--- config.mk ---
export PLATFORM = sky130hd
export DESIGN_NAME = ux607_mrom_reader
export DESIGN_NICKNAME = d
export VERILOG_FILES = /design/src/rtl/ux607_mrom_rdr_pkg.sv /design/src/rtl/ux607_mrom_rdr_obuf.sv /design/src/rtl/ux607_mrom_reader.sv
export SDC_FILE = /design/constraint.sdc
export NUM_CORES = 1
export LEC_CHECK = 0
export CAP_MARGIN = 20
export CORE_AREA = 4 4 88 90
export DETAILED_ROUTE_END_ITERATION = 6
export DIE_AREA = 0 0 92 94
export GPL_TIMING_DRIVEN = 1
export PLACE_DENSITY = 0.87
export SLEW_MARGIN = 5
export SYNTH_ARGS = -nofsm -noshare
export SYNTH_HDL_FRONTEND = slang
export SYNTH_HIERARCHICAL = 1
export SYNTH_SLANG_ARGS = --single-unit
--- constraint.sdc ---
create_clock -name clk -period 2.65 [get_ports clk]
set_input_delay 0.265 -clock clk [delete_from_list [all_inputs] [get_ports clk]]
set_output_delay 0.265 -clock clk [all_outputs]
set_load 0.02 [all_outputs]
--- src/rtl/ux607_mrom_rdr_pkg.sv ---
// Shared definitions for the MROM reader: FSM state encoding and word-size helpers.
package ux607_mrom_rdr_pkg;

    localparam logic [1:0] IDLE  = 2'd0;
    localparam logic [1:0] CMD   = 2'd1;
    localparam logic [1:0] RSP   = 2'd2;
    localparam logic [1:0] DRAIN = 2'd3;

    typedef enum logic [1:0] {
        ST_IDLE  = IDLE,
        ST_CMD   = CMD,
        ST_RSP   = RSP,
        ST_DRAIN = DRAIN
    } rdr_state_e;

    localparam int RDR_DW_DEFAULT = 32;
    localparam int RDR_BYTE_SHIFT = $clog2(RDR_DW_DEFAULT / 8);

    // log2 of bytes per word for an arbitrary data width
    function automatic int rdr_byte_shift(input int dw);
        return $clog2(dw / 8);
    endfunction

endpackage

--- src/rtl/ux607_mrom_rdr_obuf.sv ---
// Single-entry valid/ready output buffer carrying {last, data} for the MROM reader.
module ux607_mrom_rdr_obuf
    import ux607_mrom_rdr_pkg::*;
#(
    parameter int DW = RDR_DW_DEFAULT
) (
    input  logic          clk,
    input  logic          rst_n,
    input  logic          load,
    input  logic          load_last,
    input  logic [DW-1:0] load_data,
    input  logic          out_ready,
    output logic          out_valid,
    output logic [DW-1:0] out_data,
    output logic          out_last,
    output logic          pop,
    output logic          empty
);

    logic          vld_reg;
    logic          last_reg;
    logic [DW-1:0] data_reg;

    assign out_valid = vld_reg;
    assign out_data  = data_reg;
    assign out_last  = last_reg;
    assign pop       = vld_reg && out_ready;
    assign empty     = !vld_reg;

    // Loads only occur while empty, so load and pop never collide.
    always_ff @(posedge clk) begin
        if (!rst_n) begin
            vld_reg  <= 1'b0;
            last_reg <= 1'b0;
            data_reg <= '0;
        end else if (load) begin
            vld_reg  <= 1'b1;
            last_reg <= load_last;
            data_reg <= load_data;
        end else if (pop) begin
            vld_reg  <= 1'b0;
            last_reg <= 1'b0;
        end
    end

endmodule

--- src/rtl/ux607_mrom_reader.sv ---
// ICB read initiator streaming a contiguous MROM word range to a valid/ready output.
// Optional XOR checksum output enabled by defining UX607_MROM_RDR_CSUM_EN.
module ux607_mrom_reader
    import ux607_mrom_rdr_pkg::*;
#(
    parameter int AW = 12,
    parameter int DW = 32,
    parameter int LW = 10
) (
    input  logic          clk,
    input  logic          rst_n,
    input  logic          start,
    input  logic [AW-1:0] start_addr,
    input  logic [LW-1:0] word_cnt,
    output logic          busy,
    output logic          done,
    output logic          err,
    output logic          icb_cmd_valid,
    input  logic          icb_cmd_ready,
    output logic [AW-1:0] icb_cmd_addr,
    output logic          icb_cmd_read,
    input  logic          icb_rsp_valid,
    output logic          icb_rsp_ready,
    input  logic          icb_rsp_err,
    input  logic [DW-1:0] icb_rsp_rdata,
    output logic          out_valid,
    input  logic          out_ready,
    output logic [DW-1:0] out_data,
`ifdef UX607_MROM_RDR_CSUM_EN
    output logic [DW-1:0] csum,
`endif
    output logic          out_last
);

    localparam int            BSH       = rdr_byte_shift(DW);
    localparam logic [AW-1:0] ADDR_STEP = AW'(1 << BSH);
    localparam logic [AW-1:0] ADDR_MASK = ~(ADDR_STEP - AW'(1));

    rdr_state_e    state_reg;
    logic [AW-1:0] cur_addr_reg;
    logic [LW-1:0] remain_reg;
    logic          done_reg;
    logic          err_reg;

    logic          obuf_empty;
    logic          obuf_pop;
    logic          cmd_hs;
    logic          rsp_hs;
    logic          capture;
    logic          last_word;

    assign busy          = (state_reg != ST_IDLE);
    assign done          = done_reg;
    assign err           = err_reg;
    assign icb_cmd_valid = (state_reg == ST_CMD);
    assign icb_cmd_addr  = cur_addr_reg;
    assign icb_cmd_read  = 1'b1;

    // Ready depends only on registered state, never on out_ready or rsp_valid.
    assign icb_rsp_ready = ((state_reg == ST_CMD) || (state_reg == ST_RSP)) && obuf_empty;

    assign cmd_hs    = icb_cmd_valid && icb_cmd_ready;
    assign rsp_hs    = icb_rsp_valid && icb_rsp_ready;
    assign capture   = ((state_reg == ST_CMD) && cmd_hs && rsp_hs) ||
                       ((state_reg == ST_RSP) && rsp_hs);
    assign last_word = (remain_reg == LW'(1));

`ifdef UX607_MROM_RDR_CSUM_EN
    logic [DW-1:0] csum_reg;
    assign csum = csum_reg;
`endif

    ux607_mrom_rdr_obuf #(.DW(DW)) u_obuf (
        .clk       (clk),
        .rst_n     (rst_n),
        .load      (capture),
        .load_last (last_word),
        .load_data (icb_rsp_rdata),
        .out_ready (out_ready),
        .out_valid (out_valid),
        .out_data  (out_data),
        .out_last  (out_last),
        .pop       (obuf_pop),
        .empty     (obuf_empty)
    );

    always_ff @(posedge clk) begin
        if (!rst_n) begin
            state_reg    <= ST_IDLE;
            cur_addr_reg <= '0;
            remain_reg   <= '0;
            done_reg     <= 1'b0;
            err_reg      <= 1'b0;
`ifdef UX607_MROM_RDR_CSUM_EN
            csum_reg     <= '0;
`endif
        end else begin
            done_reg <= 1'b0;
            case (state_reg)
                ST_IDLE: begin
                    if (start) begin
                        err_reg <= 1'b0;
`ifdef UX607_MROM_RDR_CSUM_EN
                        csum_reg <= '0;
`endif
                        if (word_cnt != '0) begin
                            state_reg    <= ST_CMD;
                            cur_addr_reg <= start_addr & ADDR_MASK;
                            remain_reg   <= word_cnt;
                        end else begin
                            state_reg <= ST_DRAIN;
                        end
                    end
                end
                ST_CMD: begin
                    if (capture) begin
                        state_reg <= last_word ? ST_DRAIN : ST_CMD;
                    end else if (cmd_hs) begin
                        state_reg <= ST_RSP;
                    end
                end
                ST_RSP: begin
                    if (capture) begin
                        state_reg <= last_word ? ST_DRAIN : ST_CMD;
                    end
                end
                ST_DRAIN: begin
                    if (obuf_empty || obuf_pop) begin
                        state_reg <= ST_IDLE;
                        done_reg  <= 1'b1;
                    end
                end
                default: state_reg <= ST_IDLE;
            endcase

            // Error words are still forwarded; the error is only remembered.
            if (capture) begin
                err_reg      <= err_reg | icb_rsp_err;
                cur_addr_reg <= cur_addr_reg + ADDR_STEP;
                remain_reg   <= remain_reg - LW'(1);
`ifdef UX607_MROM_RDR_CSUM_EN
                csum_reg     <= csum_reg ^ icb_rsp_rdata;
`endif
            end
        end
    end

endmodule

# Word level (Yosys, flattened, before mapping)
# Index checks and enable logic that the tools add are counted.
[op_classes]
reduce_logical = 22
bitwise = 1
add_sub_neg = 2
muxes = 23
eq_ne = 8
[ops]
columns = ["cell", "count"]
rows = [
  ["12-bit two-way mux", 4],
  ["10-bit two-way mux", 4],
  ["2-bit two-way mux", 7],
  ["12-bit by 3-bit adder with 12-bit output, second input constant", 1],
  ["10-bit by 1-bit == test with 1-bit output, second input constant", 1],
  ["10-bit nonzero test", 1],
  ["2-bit nonzero test", 5],
  ["10-bit by 1-bit subtractor with 10-bit output, second input constant", 1],
  ["2-bit one-hot mux with 4 select lines", 1],
  ["1-bit logical AND", 7],
  ["1-bit two-way mux", 7],
  ["2-bit != test, second input constant", 3],
  ["2-bit == test, second input constant", 2],
  ["2-bit AND reduction", 2],
  ["4-bit AND reduction", 1],
  ["1-bit logical OR", 3],
  ["3-bit by 1-bit != test with 1-bit output, second input constant", 1],
  ["3-bit AND reduction", 1],
  ["2-bit by 1-bit == test with 1-bit output, second input constant", 1],
  ["2-bit logical NOT", 1],
  ["1-bit logical NOT", 1],
  ["1-bit OR", 1],
]
[word_totals]
wordCells = 64
inputBits = 61
reg_bits = 60
out_inout_bits = 52

# Depth between registers and ports, before layout
# Gate-level depths: netlist of the first run.
[logic_depth]
ltp_word = 8
mapped_depth = 11
depth_no_buf = 7

# Modules after synthesis
# Netlist of the first run, hierarchy kept.
[modules_own_cells]
columns = ["module", "instances", "cells_per_inst", "seq_area_each_um2", "area_per_inst_um2"]
rows = [
  ["ux607_mrom_reader", 1, 210, 480.5, 1752.9],
  ["ux607_mrom_rdr_obuf", 1, 112, 680.7, 1301.2],
]

# Worst setup path after synthesis of the first run
# OpenSTA, ideal clock, no wires.
[synth_path]
path_type = "register -> register"
from = "register state_reg[1]"
to = "register u_obuf.last_reg (netlist: u_obuf/out_last)"
required_ns = 2.580
arrival_ns = 2.013
stages_incl_launch_ff = 11
period_less_slack_ns = 2.083
setup_slack_ns = 0.567
n_path_buf = 3
setup_time_ns = 0.070
cell_sequence = "dfxtp_1 > inv_1 > ha_1 > a21o_1 > buf_4 > nand2_2 > inv_2 > buf_2 > buf_6 > or3b_1 > a21boi_1"
[synth_between]
elab_chain_cells = 7
elab_cells_between_ends = 12
cone_classes = "eq/ne: 2; mux: 1; reduce/logical: 9"
[synth_rtl]
columns = ["item", "line_no", "source"]
rows = [
  ["start, declared", "ux607_mrom_reader.sv:39", "rdr_state_e state_reg;"],
  ["start signal, assigned", "ux607_mrom_reader.sv:117", "state_reg <= last_word ? ST_DRAIN : ST_CMD;"],
  ["start signal, assigned", "ux607_mrom_reader.sv:124", "state_reg <= last_word ? ST_DRAIN : ST_CMD;"],
  ["2-bit by 1-bit == test with 1-bit output (*)", "ux607_mrom_reader.sv:55", "assign icb_cmd_valid = (state_reg == ST_CMD);"],
  ["via icb_cmd_valid", "ux607_mrom_reader.sv:18", "output logic icb_cmd_valid,"],
  ["1-bit logical OR", "ux607_mrom_reader.sv:60", "assign icb_rsp_ready = ((state_reg == ST_CMD) || (state_reg == ST_RSP)) && obuf_empty;"],
  ["1-bit logical AND", "ux607_mrom_reader.sv:60", ""],
  ["1-bit logical AND", "ux607_mrom_reader.sv:63", "assign rsp_hs = icb_rsp_valid && icb_rsp_ready;"],
  ["1-bit logical AND, on equally long branches", "ux607_mrom_reader.sv:64, ux607_mrom_reader.sv:65", ""],
  ["1-bit logical OR (*)", "ux607_mrom_reader.sv:64", "assign capture = ((state_reg == ST_CMD) && cmd_hs && rsp_hs) ||"],
  ["via capture", "ux607_mrom_reader.sv:49", "logic capture;"],
  ["1-bit two-way mux / 2-bit nonzero test (equally long branches)", "n/a", ""],
  ["end signal, assigned", "ux607_mrom_rdr_obuf.sv:38", "last_reg <= load_last;"],
  ["end, declared", "ux607_mrom_rdr_obuf.sv:21", "logic last_reg;"],
]
# Mark *: on every way through the listed nets, which the timed path passes. The rest lies on a longest branch.
# A chain may end at the register's enable or synchronous reset.

# Worst setup path in the final report of the first run
[layout_path]
from = "register state_reg[1]"
to = "output icb_rsp_ready"
[layout_between]
elab_chain_cells = 3
elab_cells_between_ends = 4
cone_classes = "eq/ne: 2; reduce/logical: 2"
[layout_rtl]
columns = ["item", "line_no", "source"]
rows = [
  ["2-bit by 1-bit == test with 1-bit output / 2-bit == test (equally long branches)", "ux607_mrom_reader.sv:60", ""],
  ["1-bit logical OR (*)", "ux607_mrom_reader.sv:60", ""],
  ["1-bit logical AND (*)", "ux607_mrom_reader.sv:60", ""],
  ["end, declared", "ux607_mrom_reader.sv:23", "output logic icb_rsp_ready,"],
]
# Every way passes the cells marked *; elsewhere a longest branch is shown, timed or not.

==> results.yml, run 1 <==
status:
  status: "complete, no violations"
floorplan:
  die_height_um: 94
  start_util: 0.433
  rows: 31
  core_area_um2: 7060
  dieArea_um2: 8650
  die_x_um: 92
  io_pins: 113
clocking:
  cts_buffers: 9
  cts_buffer_depth: 2
  cts_root_buf: "clkbuf_8"
  clock-sinks: 58
  clk_pin_slew_ps: 60
  insertion_delay_ps: 330
  cts_hold_buf: 0
  cts_resized: 0
  tritoncts: "yes"
  cts_max_level: 3
  post_cts_buffers: 0
detailed_routing:
  vias_per_cell: 5.38
  detail-route-antenna-nets: 0
  num_vias: 2851
  drtIter0Drc: 174
  dr.pass1.iters: 4
  wirelength_mm: 8.23
  drc: 0
  routedWlPerCell_um: 15.5
global_route:
  grt_pass1_vias: 2737
  busiest_layer: "met2"
  antenna_found_initial: 0
  grt_max_degree: 49
  grt_pass1_wl_mm: 13.4
  use_met3: 0.0521
  met1_usage: 0.240
  grtUsageMet2: 0.322
  grtUsageTotal: 0.193
  globalRouteOverflowTotal: 0
logic_synthesis:
  yosys_warnings: 6
  synth_top_area_share: 0.380
  synth_area_um2: 3050
  synthDistinctLibCells: 64
  synth_top_cell_by_area: "dfxtp_1"
  synth-edff-count: 0
  async_flop_share: 0
  yosys-top-cells-area: "dfxtp_1 38%, mux2i_1 11%, nor2b_1 6.8%, ha_1 3.3%, nand3_1 2.5%"
  ys_seq_area_frac: 0.380
  yosysMostFrequentCell: "dfxtp_1"
  yosys-top-cells-count: "58 x dfxtp_1, 33 x mux2i_1, 33 x nor2b_1"
  synth_cells: 322
  yosys_register_bits: 58
  syn_area_per_cell_um2: 9.49
  synth-main-ff-cell: "dfxtp_1"
timing:
  tightest_slew_ps: 891
  drv_slew: 0
  setup_viol: 0
  min_period_ps: 2200
  fin_tns_setup_ps: 0
  slew_headroom: 0.404
  finalHoldViolCount: 0
  min_period_over_period: 0.830
  fmax_mhz: 455
  hold_ws_ps: 496
  fin_ws_ps: 451
  rsz0062_at_grt: "false"
  skew_ps: 5.98
placement:
  dp_hpwl_mm: 6.04
  dpl_worst_slack_ps: 420
  gp_congestion: 0.942
  port_buffers: 107
power:
  leakagePower_nw: 1.51
  powerDensity_nw_per_um2: 779
  ir_worst_vdd_uv: 329
  total_power_mw: 3.39
worst_setup_path:
  required_ps: 2380
  crit_path_end_kind: "output port"
  crit_fanout: 4
  crit_arrival_ps: 1930
  critPathLaunchType: "flop"
  critical_path_class: "reg2out"
layout:
  nNetsFinal: 495
  largest_register_ffs: 32
  drive_gt1_frac: 0.0858
  diodes: 0
  areaGrowthSynthToFinish_pct: 42.4
run:
  max_cap_violations: 0
min_path:
  hp-class: "reg2reg"
-- stage by stage --
| step | utilization | cells | instance area, um2 |
|---|---|---|---|
| floorplan | - | 323 | 3060 |
| global placement | 0.592 | 514 | 4180 |
| detailed placement | 0.592 | 514 | 4180 |
| CTS | 0.616 | 530 | 4350 |
| global route | 0.616 | 530 | 4350 |
| finish | 0.616 | 530 | 4350 |
-- cells in the final DEF (no fill, tap or decap), types with 2 or more instances in the layout --
cell,instances
a211oi_1,8
a21o_1,2
a21oi_1,8
a221oi_1,2
a31oi_1,8
a32o_1,3
and3_1,6
buf_12,2
buf_4,4
clkbuf_8,10
clkdlybuf4s50_1,107
clkinv_2,3
clkinvlp_4,2
conb_1,3
dfxtp_1,58
ha_1,8
inv_1,12
mux2i_1,33
nand2_1,13
nand3_1,15
nand4_1,8
nor2_1,8
nor2b_1,33
nor3_1,6
nor3b_1,3
nor4_1,6
nor4_2,2
o211a_1,2
o211ai_1,4
o21a_1,4
o21ai_0,5
o21ai_1,2
o31a_1,2
o31ai_1,3
o41ai_1,2
or4_1,2
xor2_1,2
-- path summary, 6_finish.rpt --
| check | cells past startpoint | slack, ps | endpoint | from |
|---|---|---|---|---|
| worst min register to register | 2 | 500 | err$_SDFFE_PN0P_ | err$_SDFFE_PN0P_ |
| worst min-delay path | 2 | 500 | err$_SDFFE_PN0P_ | err$_SDFFE_PN0P_ |
| worst max register to register | 6 | 500 | remain_reg[6]$_SDFFE_PN0P_ | state_reg[0]$_SDFFE_PN0P_ |
| worst max-delay path | 4 | 450 | icb_rsp_ready | state_reg[1]$_SDFFE_PN0P_ |
-- critical path, stage by stage, from the launching register on --
cell and delay [ps]:
dfxtp_1 390, inv_1 110, ha_1 360, and2_1 150, clkdlybuf4s50_1 590
-- where the power goes --
group	switching (mW)	internal [mW]
Combinational	0.834	0.681
Sequential	0.152	1.01
Clock	0.350	0.359
Total	1.34	2.05
-- metal layers --
| layer | routed length, um | share of wire | vias to the layer above |
|---|---|---|---|
| met3 | 696 | 0.085 | 12 |
| li1 | - | - | 1391 |
| met5 | 0 | 0 | - |
| met1 | 3530 | 0.43 | 1305 |
| met4 | 99 | 0.012 | 0 |
| met2 | 3910 | 0.47 | 143 |
-- area by class of cell --
cell class	instances	area [um2]
fillers	600	2710
flip-flops and latches	58	1160
repair buffers	113	1140
clock inverters	5	30.0
inverters	13	48.8
well taps	99	124
multi-input cells	231	1700
clock buffers	11	141
-- cell families (layout without fill, tap and decap cells) --
family | Yosys count | in the layout | synth area share
XOR/XNOR | 3 | 3 | 0.00860
flip-flops | 58 | 58 | 0.380
AND/OR/NAND/NOR | 113 | 113 | 0.222
multiplexers | 33 | 33 | 0.108
adder cells (fa/ha/maj) | 8 | 8 | 0.0328
AO/OA/AOI/OAI | 71 | 71 | 0.182
buffers and inverters | 34 | 142 | 0.0631
other | 2 | 3 | 0.00246
No activity file was read; power rests on OpenSTA's default activity.
==> run 2, diff against run 1 <==
clock period = 2.29 ns   (was 2.65 ns; I/O delays follow)
==> run 2 against run 1 <==
Compared with the run above: wire length rose by 4.3%; critical path depth did not move; via count rose by 0.60%; largest cell class unchanged; clock skew barely moved; die area did not move.
==> results.yml, run 2 (synthesized netlist as in run 1, its figures left out) <==
status:
  status: "complete, no violations"
floorplan:
  die_x_um: 92
  io_pins: 113
  start_util: 0.433
  die_height_um: 94
  core_area_um2: 7060
  rows: 31
  dieArea_um2: 8650
power:
  total_power_mw: 3.96
  leakagePower_nw: 1.52
  powerDensity_nw_per_um2: 907
  ir_worst_vdd_uv: 446
timing:
  tightest_slew_ps: 566
  finalHoldViolCount: 0
  min_period_ps: 2170
  skew_ps: 5.75
  rsz0062_at_grt: "false"
  fin_tns_setup_ps: 0
  drv_slew: 0
  setup_viol: 0
  slew_headroom: 0.619
  min_period_over_period: 0.946
  fmax_mhz: 462
detailed_routing:
  detail-route-antenna-nets: 0
  routedWlPerCell_um: 16.1
  drtIter0Drc: 111
  drc: 0
  vias_per_cell: 5.37
  wirelength_mm: 8.59
  dr.pass1.iters: 4
  num_vias: 2868
worst_setup_path:
  path_cells: "inv_1, ha_1, and2_1, clkdlybuf4s50_1"
  crit_path_end_kind: "output port"
  rr_worst_depth: 6
  critPathLaunchType: "flop"
  crit_start: "state_reg[1]$_SDFFE_PN0P_"
  regToRegEndpoint: "state_reg[0]$_SDFFE_PN0P_"
  reg2reg_from: "state_reg[1]$_SDFFE_PN0P_"
  crit_fanout: 4
  required_ps: 2060
  reg2reg_slack_ps: 170
  crit_arrival_ps: 1940
  crit_end: "icb_rsp_ready"
  cpMaxStageDelayCell: "clkdlybuf4s50_1"
  critical_path_class: "reg2out"
  slowest_delay_ps: 600
min_path:
  whs_path_depth: 3
  hp-class: "in2reg"
  hp-start: "icb_rsp_err"
global_route:
  antenna_found_initial: 0
  grt_pass1_vias: 2761
  grtUsageTotal: 0.197
  globalRouteOverflowTotal: 0
  use_met3: 0.0513
  met1_usage: 0.242
  grt_pass1_wl_mm: 13.6
  grtUsageMet2: 0.328
  grt_max_degree: 49
  busiest_layer: "met2"
clocking:
  cts_max_level: 3
  clk_pin_slew_ps: 70
  tritoncts: "yes"
  cts_buffer_depth: 2
  cts_root_buf: "clkbuf_8"
  insertion_delay_ps: 340
  cts_buffers: 9
  post_cts_buffers: 0
  clock-sinks: 58
  cts_hold_buf: 0
placement:
  port_buffers: 107
  placed_cells: 518
  gp_congestion: 0.889
  dp_hpwl_mm: 6.36
run:
  max_cap_violations: 0
layout:
  diodes: 0
  areaGrowthSynthToFinish_pct: 42.9
  largest_register_ffs: 32
  final_core_util: 0.618
  drive_gt1_frac: 0.0943
  fillCellCount: 609
  fin_cells: 534
  final_cell_mix: "107 x clkdlybuf4s50_1, 58 x dfxtp_1, 33 x nor2b_1, 33 x mux2i_1, 15 x nand3_1"
  final_common_cell: "clkdlybuf4s50_1"
  nNetsFinal: 499
[run 2: cell count changes in the layout (fill, tap and decap cells not counted)]
cell	previous run	this run
a31oi_2	1	0
a31oi_4	0	1
buf_4	4	10
buf_12	2	0
[run 2: worst max-delay path, delay by kind of cell (launching register included)]
kind,cells,cell delay (ps)
buffers and inverters,2,710
and+or+nand+nor,1,150
adders and majority gates,1,360
DFF,1,380
[run 2: worst min path at each step]
stage               slack [ps]                    endpoint
floorplan                  350  remain_reg[5]$_SDFFE_PN0P_
global placement           460            err$_SDFFE_PN0P_
detailed placement         490            err$_SDFFE_PN0P_
CTS                        450            err$_SDFFE_PN0P_
global route               460            err$_SDFFE_PN0P_
finish                     460            err$_SDFFE_PN0P_
[run 2: area by class of cell]
cell class	count	area (um2)	share of cell area
Multi-Input combinational cell	231	1710	0.392
Sequential cell	58	1160	0.266
Timing Repair Buffer	117	1150	0.263
Clock buffer	11	141	0.0324
Tap cell	99	124	0.0284
Inverter	13	48.8	0.0112
Clock inverter	5	30.0	0.00688
[run 2: metal layers]
metal	wire length, um	share of wire
met5	0	0
met2	4080	0.48
met4	71	0.0083
met1	3810	0.44
met3	625	0.073
[run 2: where the power goes]
part	leakage, nW	total, mW	internal, mW	switching (mW)
Sequential	0.471	1.35	1.17	0.175
Clock	0.0851	0.834	0.416	0.418
Combinational	0.965	1.78	0.794	0.982
Total	1.52	3.96	2.38	1.58
[run 2: metrics by stage]
step	area (um2)	worst slack [ps]	hold slack [ps]
floorplan	3060	207	346
global placement	4180	140	465
detailed placement	4180	73.0	491
CTS	4360	120	455
global route	4360	1.22	456
finish	4360	124	457
[run 2: repair_timing]
item                                    in CTS  in global routing
endpoints found under the setup margin       0                  1
gates resized for setup                      0                  1
hold endpoints to repair                     0                  0
